File: src/rtl/m_dbus_arbiter.sv
`default_nettype none
`timescale 1ns/1ps
// ============================================================================
// Module      : m_dbus_arbiter
// Description : Single-owner dbus arbiter between the LSU and the MMU page-table
//               walker, with LSU flush draining and a per-transaction watchdog.
// Revision    : 1.0 - initial release
// ============================================================================
module m_dbus_arbiter #(
    parameter int ADDR_W = 32,
    parameter int DATA_W = 32,
    parameter int TMO_W  = 8
) (
    input  logic                  clk,
    input  logic                  rst,
    input  logic                  lsu_ld_req,
    input  logic                  lsu_st_req,
    input  logic [ADDR_W-1:0]     lsu_addr,
    input  logic [DATA_W-1:0]     lsu_wdata,
    input  logic [DATA_W/8-1:0]   lsu_byte_en,
    input  logic                  lsu_flush,
    input  logic                  ptw_req,
    input  logic [ADDR_W-1:0]     ptw_addr,
    input  logic [DATA_W-1:0]     dbus_rdata,
    input  logic                  dbus_ack,
    output logic [ADDR_W-1:0]     dbus_addr,
    output logic [DATA_W-1:0]     dbus_wdata,
    output logic [DATA_W/8-1:0]   dbus_byte_en,
    output logic                  dbus_ld_req,
    output logic                  dbus_st_req,
    output logic                  lsu_ack,
    output logic                  lsu_err,
    output logic [DATA_W-1:0]     lsu_rdata,
    output logic                  ptw_ack,
    output logic                  ptw_err,
    output logic [DATA_W-1:0]     ptw_rdata,
    output logic                  arb_busy
);

    localparam int              c_be_w    = DATA_W / 8;
    localparam logic [TMO_W-1:0] c_tmo_max = '1;
    localparam logic [TMO_W-1:0] c_tmo_one = TMO_W'(1);

    typedef enum logic [1:0] {
        S_IDLE  = 2'd0,
        S_LSU   = 2'd1,
        S_PTW   = 2'd2,
        S_DRAIN = 2'd3
    } state_t;

    state_t                r_state;
    state_t                w_state_nxt;
    logic [TMO_W-1:0]      r_tmo_cnt;
    logic                  w_tmo;
    logic                  w_grant_lsu;
    logic                  w_grant_ptw;
    logic                  w_clr_req;

    logic [ADDR_W-1:0]     r_addr;
    logic [DATA_W-1:0]     r_wdata;
    logic [c_be_w-1:0]     r_byte_en;
    logic                  r_ld_req;
    logic                  r_st_req;

    assign w_tmo = (r_tmo_cnt == c_tmo_max);

    // State register
    always_ff @(posedge clk or posedge rst) begin
        if (rst) begin
            r_state <= S_IDLE;
        end else begin
            r_state <= w_state_nxt;
        end
    end

    // Next-state and grant decode; an ack always beats a coincident timeout
    always_comb begin
        w_state_nxt = r_state;
        w_grant_lsu = 1'b0;
        w_grant_ptw = 1'b0;
        w_clr_req   = 1'b0;
        case (r_state)
            S_IDLE: begin
                if (ptw_req) begin
                    w_grant_ptw = 1'b1;
                    w_state_nxt = S_PTW;
                end else if ((lsu_ld_req || lsu_st_req) && !lsu_flush) begin
                    w_grant_lsu = 1'b1;
                    w_state_nxt = S_LSU;
                end
            end
            S_LSU: begin
                if (dbus_ack || w_tmo) begin
                    w_clr_req   = 1'b1;
                    w_state_nxt = S_IDLE;
                end else if (lsu_flush) begin
                    w_state_nxt = S_DRAIN;
                end
            end
            S_PTW, S_DRAIN: begin
                if (dbus_ack || w_tmo) begin
                    w_clr_req   = 1'b1;
                    w_state_nxt = S_IDLE;
                end
            end
            default: begin
                w_state_nxt = S_IDLE;
            end
        endcase
    end

    // Watchdog
    always_ff @(posedge clk or posedge rst) begin
        if (rst) begin
            r_tmo_cnt <= '0;
        end else if (w_grant_lsu || w_grant_ptw) begin
            r_tmo_cnt <= '0;
        end else if (r_state != S_IDLE) begin
            r_tmo_cnt <= r_tmo_cnt + c_tmo_one;
        end
    end

    // Bus request registers, held stable for the whole transaction
    always_ff @(posedge clk or posedge rst) begin
        if (rst) begin
            r_addr    <= '0;
            r_wdata   <= '0;
            r_byte_en <= '0;
            r_ld_req  <= 1'b0;
            r_st_req  <= 1'b0;
        end else if (w_grant_ptw) begin
            r_addr    <= ptw_addr;
            r_wdata   <= '0;
            r_byte_en <= '1;
            r_ld_req  <= 1'b1;
            r_st_req  <= 1'b0;
        end else if (w_grant_lsu) begin
            r_addr    <= lsu_addr;
            r_wdata   <= lsu_wdata;
            r_byte_en <= lsu_byte_en;
            r_ld_req  <= lsu_ld_req;
            r_st_req  <= lsu_st_req;
        end else if (w_clr_req) begin
            r_ld_req  <= 1'b0;
            r_st_req  <= 1'b0;
        end
    end

    assign dbus_addr    = r_addr;
    assign dbus_wdata   = r_wdata;
    assign dbus_byte_en = r_byte_en;
    assign dbus_ld_req  = r_ld_req;
    assign dbus_st_req  = r_st_req;

    // A flush in the completion/timeout cycle means nobody is waiting for the result
    assign lsu_ack   = dbus_ack && (r_state == S_LSU) && !lsu_flush;
    assign lsu_err   = w_tmo && !dbus_ack && (r_state == S_LSU) && !lsu_flush;
    assign ptw_ack   = dbus_ack && (r_state == S_PTW);
    assign ptw_err   = w_tmo && !dbus_ack && (r_state == S_PTW);
    assign lsu_rdata = dbus_rdata;
    assign ptw_rdata = dbus_rdata;
    assign arb_busy  = (r_state != S_IDLE);

endmodule
`default_nettype wire

File: config.mk
export PLATFORM = sky130hd
export DESIGN_NAME = m_dbus_arbiter
export DESIGN_NICKNAME = d
export VERILOG_FILES = /design/src/rtl/m_dbus_arbiter.sv
export SDC_FILE = /design/constraint.sdc
export NUM_CORES = 1
export LEC_CHECK = 0
export ABC_AREA = 1
export CAP_MARGIN = 0
export CELL_PAD_IN_SITES_DETAIL_PLACEMENT = 0
export CELL_PAD_IN_SITES_GLOBAL_PLACEMENT = 1
export CORE_UTILIZATION = 26
export DETAILED_ROUTE_END_ITERATION = 8
export PLACE_DENSITY = 0.86
export SYNTH_ARGS = -nofsm -noshare
export SYNTH_HDL_FRONTEND = slang
export SYNTH_SLANG_ARGS = --single-unit
File: constraint.sdc
create_clock -name clk -period 3.8 [get_ports clk]
set_input_delay 0.76 -clock clk [delete_from_list [all_inputs] [get_ports clk]]
set_output_delay 0.76 -clock clk [all_outputs]
set_load 0.02 [all_outputs]
==> results of run 1 <==
[through the flow]
| step | worst slack (ps) | instances | power (W) |
|---|---|---|---|
| after detailed placement | 803 | 882 | 0.00350 |
| after global placement | 815 | 882 | 0.00349 |
| after floorplan | 988 | 567 | 0.00265 |
| after global routing | 530 | 898 | 0.00475 |
| final | 717 | 898 | 0.00443 |
| after CTS | 717 | 898 | 0.00452 |
[layer usage]
layer | vias to the layer above | global-route usage (%) | routed length [um]
met1 | 1665 | 17.5 | 5310
met2 | 173 | 22.0 | 5170
met5 | - | 0 | 0
met4 | 0 | 7.57 | 317
met3 | 25 | 5.54 | 1120
li1 | 1902 | - | -
[Yosys cell counts (all sizes together)]
library cell,n
o31ai,1
nand2,298
buf,85
o21ai,10
nor4,1
nand3,42
dfrtp,80
clkbuf,4
nand4,4
inv,19
nor2,16
ha,1
a22o,1
nor3,2
a21oi,3
[worst max-delay path: stages, from the launching register on]
cell             delay (ps)
dfrtp_1                 390
ha_1                    180
nand2_1                  90
nor2_1                  210
nand2_1                 210
nor4_1                  240
clkdlybuf4s50_1         660
[layout make-up]
type	instances	area [um2]
clock buffers	9	225
multi-input cells	379	1580
flip-flops and latches	80	2000
fillers	1705	9880
well taps	216	270
clock inverters	7	106
repair buffers	188	1860
inverters	19	72.6
[worst max path at each step]
| stage | start | to | slack [ps] | depth (start not counted) |
|---|---|---|---|---|
| floorplan | rst | dbus_addr[0]$_DFFE_PP0P_ | 990 | 1 |
| global route | r_tmo_cnt[0]$_DFFE_PP0P_ | ptw_err | 530 | 6 |
| global placement | lsu_flush | lsu_err | 810 | 5 |
| detailed placement | lsu_flush | lsu_err | 800 | 5 |
| CTS | r_tmo_cnt[0]$_DFFE_PP0P_ | ptw_err | 720 | 6 |
| finish | r_tmo_cnt[0]$_DFFE_PP0P_ | ptw_err | 720 | 6 |
[logic make-up (layout without fill, tap and decap cells)]
family	Yosys count	count (layout)	share of synthesized area [%]
AO/OA/AOI/OAI	15	15	1.98
adder cells (fa/ha/maj)	1	1	0.291
buffers and inverters	108	223	16.8
flip-flops	80	80	46.6
AND/OR/NAND/NOR	363	363	34.3
[power by group]
part / internal (W) / switching [W]
Sequential: 0.00118 / 0.000187
Combinational: 0.000881 / 0.00121
Clock: 0.000590 / 0.000384
Total: 0.00265 / 0.00178
[registers in the layout, indices dropped and copies added, names as in the netlist]
| register | flops |
|---|---|
| dbus_addr | 32 |
| dbus_byte_en | 4 |
| dbus_ld_req | 1 |
| dbus_st_req | 1 |
| dbus_wdata | 32 |
| r_state | 2 |
| r_tmo_cnt | 8 |
==> flow_summary.json, run 1 <==
{
  "fin_crit_ps": 3080,
  "worstHoldStart": "dbus_wdata[2]$_DFFE_PP0P_",
  "cts_setup_buffers": 0,
  "clkTransAtPathRegs_ps": 70,
  "place.gp.congestion": 0.776,
  "routed_wl_mm": 11.9,
  "critical_path_class": "flip-flop to output port",
  "first_iter_violations": 126,
  "start_util_pct": 26.8,
  "status": "completed",
  "cp-start-kind": "flip-flop",
  "grt_start_max_net_pins": 47,
  "final_antenna_net_count": 0,
  "setup_viol": 0,
  "fp-row-count": 46,
  "cts_buffers": 9,
  "grt_pass1_wl_mm": 18.4,
  "holdCritPathClass": "flip-flop to flip-flop",
  "grt_pass1_vias": 3568,
  "htree_levels": 3,
  "most-common-layout-cells": "nand2_1, clkdlybuf4s50_1, dfrtp_1, nand3_1",
  "viasPerCell": 4.19,
  "syn_area_per_cell_um2": 7.57,
  "netlist_area_mm2": 0.00429,
  "clock.fmax_ghz": 0.324,
  "antenna_found_initial": 0,
  "cts.sinks": 80,
  "ctsLongestPathBuffers": 2,
  "cp_max_fo": 6,
  "p_per_area_mw_per_mm2": 724,
  "diodes": 0,
  "rrSetupSlack_ps": 1830,
  "slew_violations": 0,
  "reg2regPathDepth": 7,
  "hold-worst-slack_ps": 468,
  "cts_tree": "done",
  "grtUsageTotal_pct": 14.4,
  "wl_per_cell_um": 13.3,
  "skew_ps": 11.0,
  "utilization_pct": 38.2,
  "final_common_cell": "nand2_1",
  "worst_pin_slew_ps": 837,
  "min_to": "dbus_wdata[2]$_DFFE_PP0P_",
  "remaining_drc_errors": 0,
  "dp_hpwl_mm": 8.31,
  "p_leak_nw": 3.02,
  "overflow": 0,
  "reg2reg_from": "r_state[0]$_DFFE_PP0P_",
  "cts_root_buf": "clkbuf_16",
  "synth.largest_area_cell": "dfrtp_1",
  "slew_headroom_pct": 44.2,
  "synth.area.top_cells": "dfrtp_1, nand2_1, buf_4",
  "cp_data_required_time_ps": 3040,
  "cts_resized": 0,
  "rsz0062_at_grt": "no",
  "setup_tns_ps": 0,
  "cap_viol_max_count": 0,
  "vdd_drop_max_v": 0.000310,
  "io_pins": 278,
  "clock_latency_ps": 350,
  "period_share_pct": 81.1,
  "place_area_mm2": 0.00579,
  "core_area_mm2": 0.0160,
  "endpoint_kind": "output port",
  "syn-num-nets": 707,
  "port-buffer-count": 181,
  "die-area_mm2": 0.0170,
  "hold_viol_final": 0,
  "synth-seq-cells": 80,
  "finalInstanceArea_mm2": 0.00612,
  "first_pass_iters": 4,
  "synth_top_area_share_pct": 46.6,
  "yosysWarnings": 0,
  "vias": 3765,
  "synthCells": 567,
  "worstReg2RegEnd": "dbus_addr[14]$_DFFE_PP0P_",
  "die_w_um": 130,
  "nets": 817,
  "min_path_cells": 2,
  "area_growth_pct": 42.6,
  "layout-drive-gt1-share_pct": 5.57,
  "die_h_um": 130,
  "cts_hold_buf": 0,
  "synth-seq-area-share_pct": 46.6,
  "arrival_ps": 2320,
  "synth_cell_types": 24
}
Note: power is estimated with default switching activity, not from simulation.
==> run 2: changes to the inputs <==
--- a/config.mk
+++ b/config.mk
@@ -9,9 +9,9 @@
 export CAP_MARGIN = 0
 export CELL_PAD_IN_SITES_DETAIL_PLACEMENT = 0
 export CELL_PAD_IN_SITES_GLOBAL_PLACEMENT = 1
-export CORE_UTILIZATION = 26
+export CORE_UTILIZATION = 22
 export DETAILED_ROUTE_END_ITERATION = 8
-export PLACE_DENSITY = 0.86
+export PLACE_DENSITY = 0.78
 export SYNTH_ARGS = -nofsm -noshare
 export SYNTH_HDL_FRONTEND = slang
 export SYNTH_SLANG_ARGS = --single-unit
==> constraint.sdc (replaced) <==
create_clock -name clk -period 2.7 [get_ports clk]
set_input_delay 0.54 -clock clk [delete_from_list [all_inputs] [get_ports clk]]
set_output_delay 0.54 -clock clk [all_outputs]
set_load 0.02 [all_outputs]
==> run 2 against run 1 <==
Critical path depth fell by 2. Non-clock buffer count increased by 3. Sequential share of layout area decreased by 0.30 points. Highest routed layer unchanged.
==> flow_summary.json, run 2 (same netlist as run 1, synthesis figures left out) <==
{
  "worst_slack_ps": 180,
  "cap_viol_max_count": 0,
  "vias": 3794,
  "most-common-layout-cells": "nand2_1, clkdlybuf4s50_1, dfrtp_1, nand3_1, inv_1",
  "viasPerCell": 4.02,
  "fp-row-count": 50,
  "vdd_drop_max_v": 0.000417,
  "grt_pass1_wl_mm": 19.6,
  "critical_path_class": "primary input to output port",
  "wl_per_cell_um": 13.4,
  "cts_setup_buffers": 0,
  "clock.fmax_ghz": 0.397,
  "start_util_pct": 22.7,
  "grt_start_max_net_pins": 42,
  "worstHoldStart": "dbus_wdata[27]$_DFFE_PP0P_",
  "htree_levels": 3,
  "remaining_drc_errors": 0,
  "rsz0062_at_grt": "no",
  "dp_hpwl_mm": 8.83,
  "diodes": 0,
  "overflow": 0,
  "slew_violations": 0,
  "ctsLongestPathBuffers": 2,
  "holdCritPathClass": "flip-flop to flip-flop",
  "first_iter_violations": 152,
  "area_growth_pct": 43.9,
  "grtUsageTotal_pct": 12.9,
  "p_leak_nw": 3.03,
  "cts.sinks": 80,
  "cp-start-kind": "primary input",
  "cts_root_buf": "clkbuf_16",
  "cts_buffers": 9,
  "min_path_cells": 2,
  "die_h_um": 142,
  "clock_latency_ps": 340,
  "reg2regPathDepth": 7,
  "cts_tree": "done",
  "endpoint_kind": "output port",
  "grt_pass1_vias": 3667,
  "worstReg2RegEnd": "dbus_addr[24]$_DFFE_PP0P_",
  "rrSetupSlack_ps": 940,
  "reg2reg_from": "r_state[0]$_DFFE_PP0P_",
  "core_area_mm2": 0.0189,
  "cp_max_fo": 6,
  "port-buffer-count": 181,
  "slew_headroom_pct": 66.4,
  "worst_pin_slew_ps": 504,
  "die-area_mm2": 0.0201,
  "antenna_found_initial": 0,
  "final_antenna_net_count": 0,
  "setup_viol": 0,
  "p_total_w": 0.00609,
  "hold_viol_final": 0,
  "final_cell_count_no_fill": 944,
  "placed_cells": 929,
  "first_pass_iters": 4,
  "routed_wl_mm": 12.6,
  "seqCellArea_mm2": 0.00200,
  "p_per_area_mw_per_mm2": 986,
  "status": "completed",
  "die_w_um": 142,
  "layout-drive-gt1-share_pct": 6.14,
  "cp_data_required_time_ps": 2160,
  "setup_tns_ps": 0,
  "io_pins": 278,
  "multi_input_area_mm2": 0.00158,
  "n_fill_cell": 2066,
  "arrival_ps": 1980,
  "clkTransAtPathRegs_ps": 60,
  "period_share_pct": 93.3,
  "skew_ps": 5.62,
  "nets": 820,
  "place.gp.congestion": 0.786,
  "final_common_cell": "nand2_1",
  "min_to": "dbus_wdata[27]$_DFFE_PP0P_",
  "preCtsSetupSlack_ps": 188,
  "fin_crit_ps": 2520
}
[run 2: cell count changes in the layout (fill, tap and decap cells not counted), moves of 2 or more]
cell / before / now
buf_12: 0 / 3
clkinv_2: 1 / 4
inv_6: 4 / 1
bufinv_16: 2 / 0
clkdlybuf4s50_1: 181 / 179
dlygate4sd2_1: 0 / 2
[run 2: what timing repair did]
| action | 4_1_cts | 5_1_grt |
|---|---|---|
| cloned | 0 | 0 |
| pin swaps | 0 | 0 |
| endpoints found under the setup margin | 2 | 2 |
| hold buffers | 0 | 0 |
| gates resized for setup | 2 | 2 |
[run 2: critical path, cell delays in order]
cell and delay (ps):
clkdlybuf4s50_1 510, inv_1 120, nor3_1 160, clkdlybuf4s50_1 640
[run 2: area by class of cell]
class	instances	share of cell area, %
inverters	19	1.18
repair buffers	191	31.1
clock inverters	5	0.507
multi-input cells	379	25.6
clock buffers	10	3.87
flip-flops and latches	80	32.4
well taps	260	5.27
[run 2: per-layer routing]
metal / GRT usage (%) / vias up / share of wire, %
met1: 15.0 / 1693 / 43
met5: 0 / - / 0
li1: - / 1913 / -
met3: 5.53 / 19 / 9.1
met2: 21.4 / 169 / 47
met4: 3.79 / 0 / 1.5
[run 2: report_power, final]
group	total, W	internal [W]	switching [W]	leakage, nW
clock	0.00115	0.000641	0.000506	0.135
sequential	0.00192	0.00166	0.000265	1.04
combinational	0.00302	0.00129	0.00173	1.86
[run 2: worst max-delay path by stage]
stage                                         from                       end  slack, ps
after floorplan                                rst  dbus_addr[0]$_DFFE_PP0P_        110
after global placement                    dbus_ack                   ptw_ack        190
after detailed placement                  dbus_ack                   ptw_ack        190
after CTS                 r_tmo_cnt[0]$_DFFE_PP0P_                   ptw_err        130
after global routing                      dbus_ack                   ptw_ack         70
final                                     dbus_ack                   ptw_ack        180
[run 2: stage by stage]
stage               util [%]  cell area [um2]  hold WS (ps)
finish                  32.7             6170           470
floorplan                  -             4290           490
detailed placement      31.2             5900           459
CTS                     32.7             6170           474
global placement        31.2             5900           453
global route            32.7             6170           488
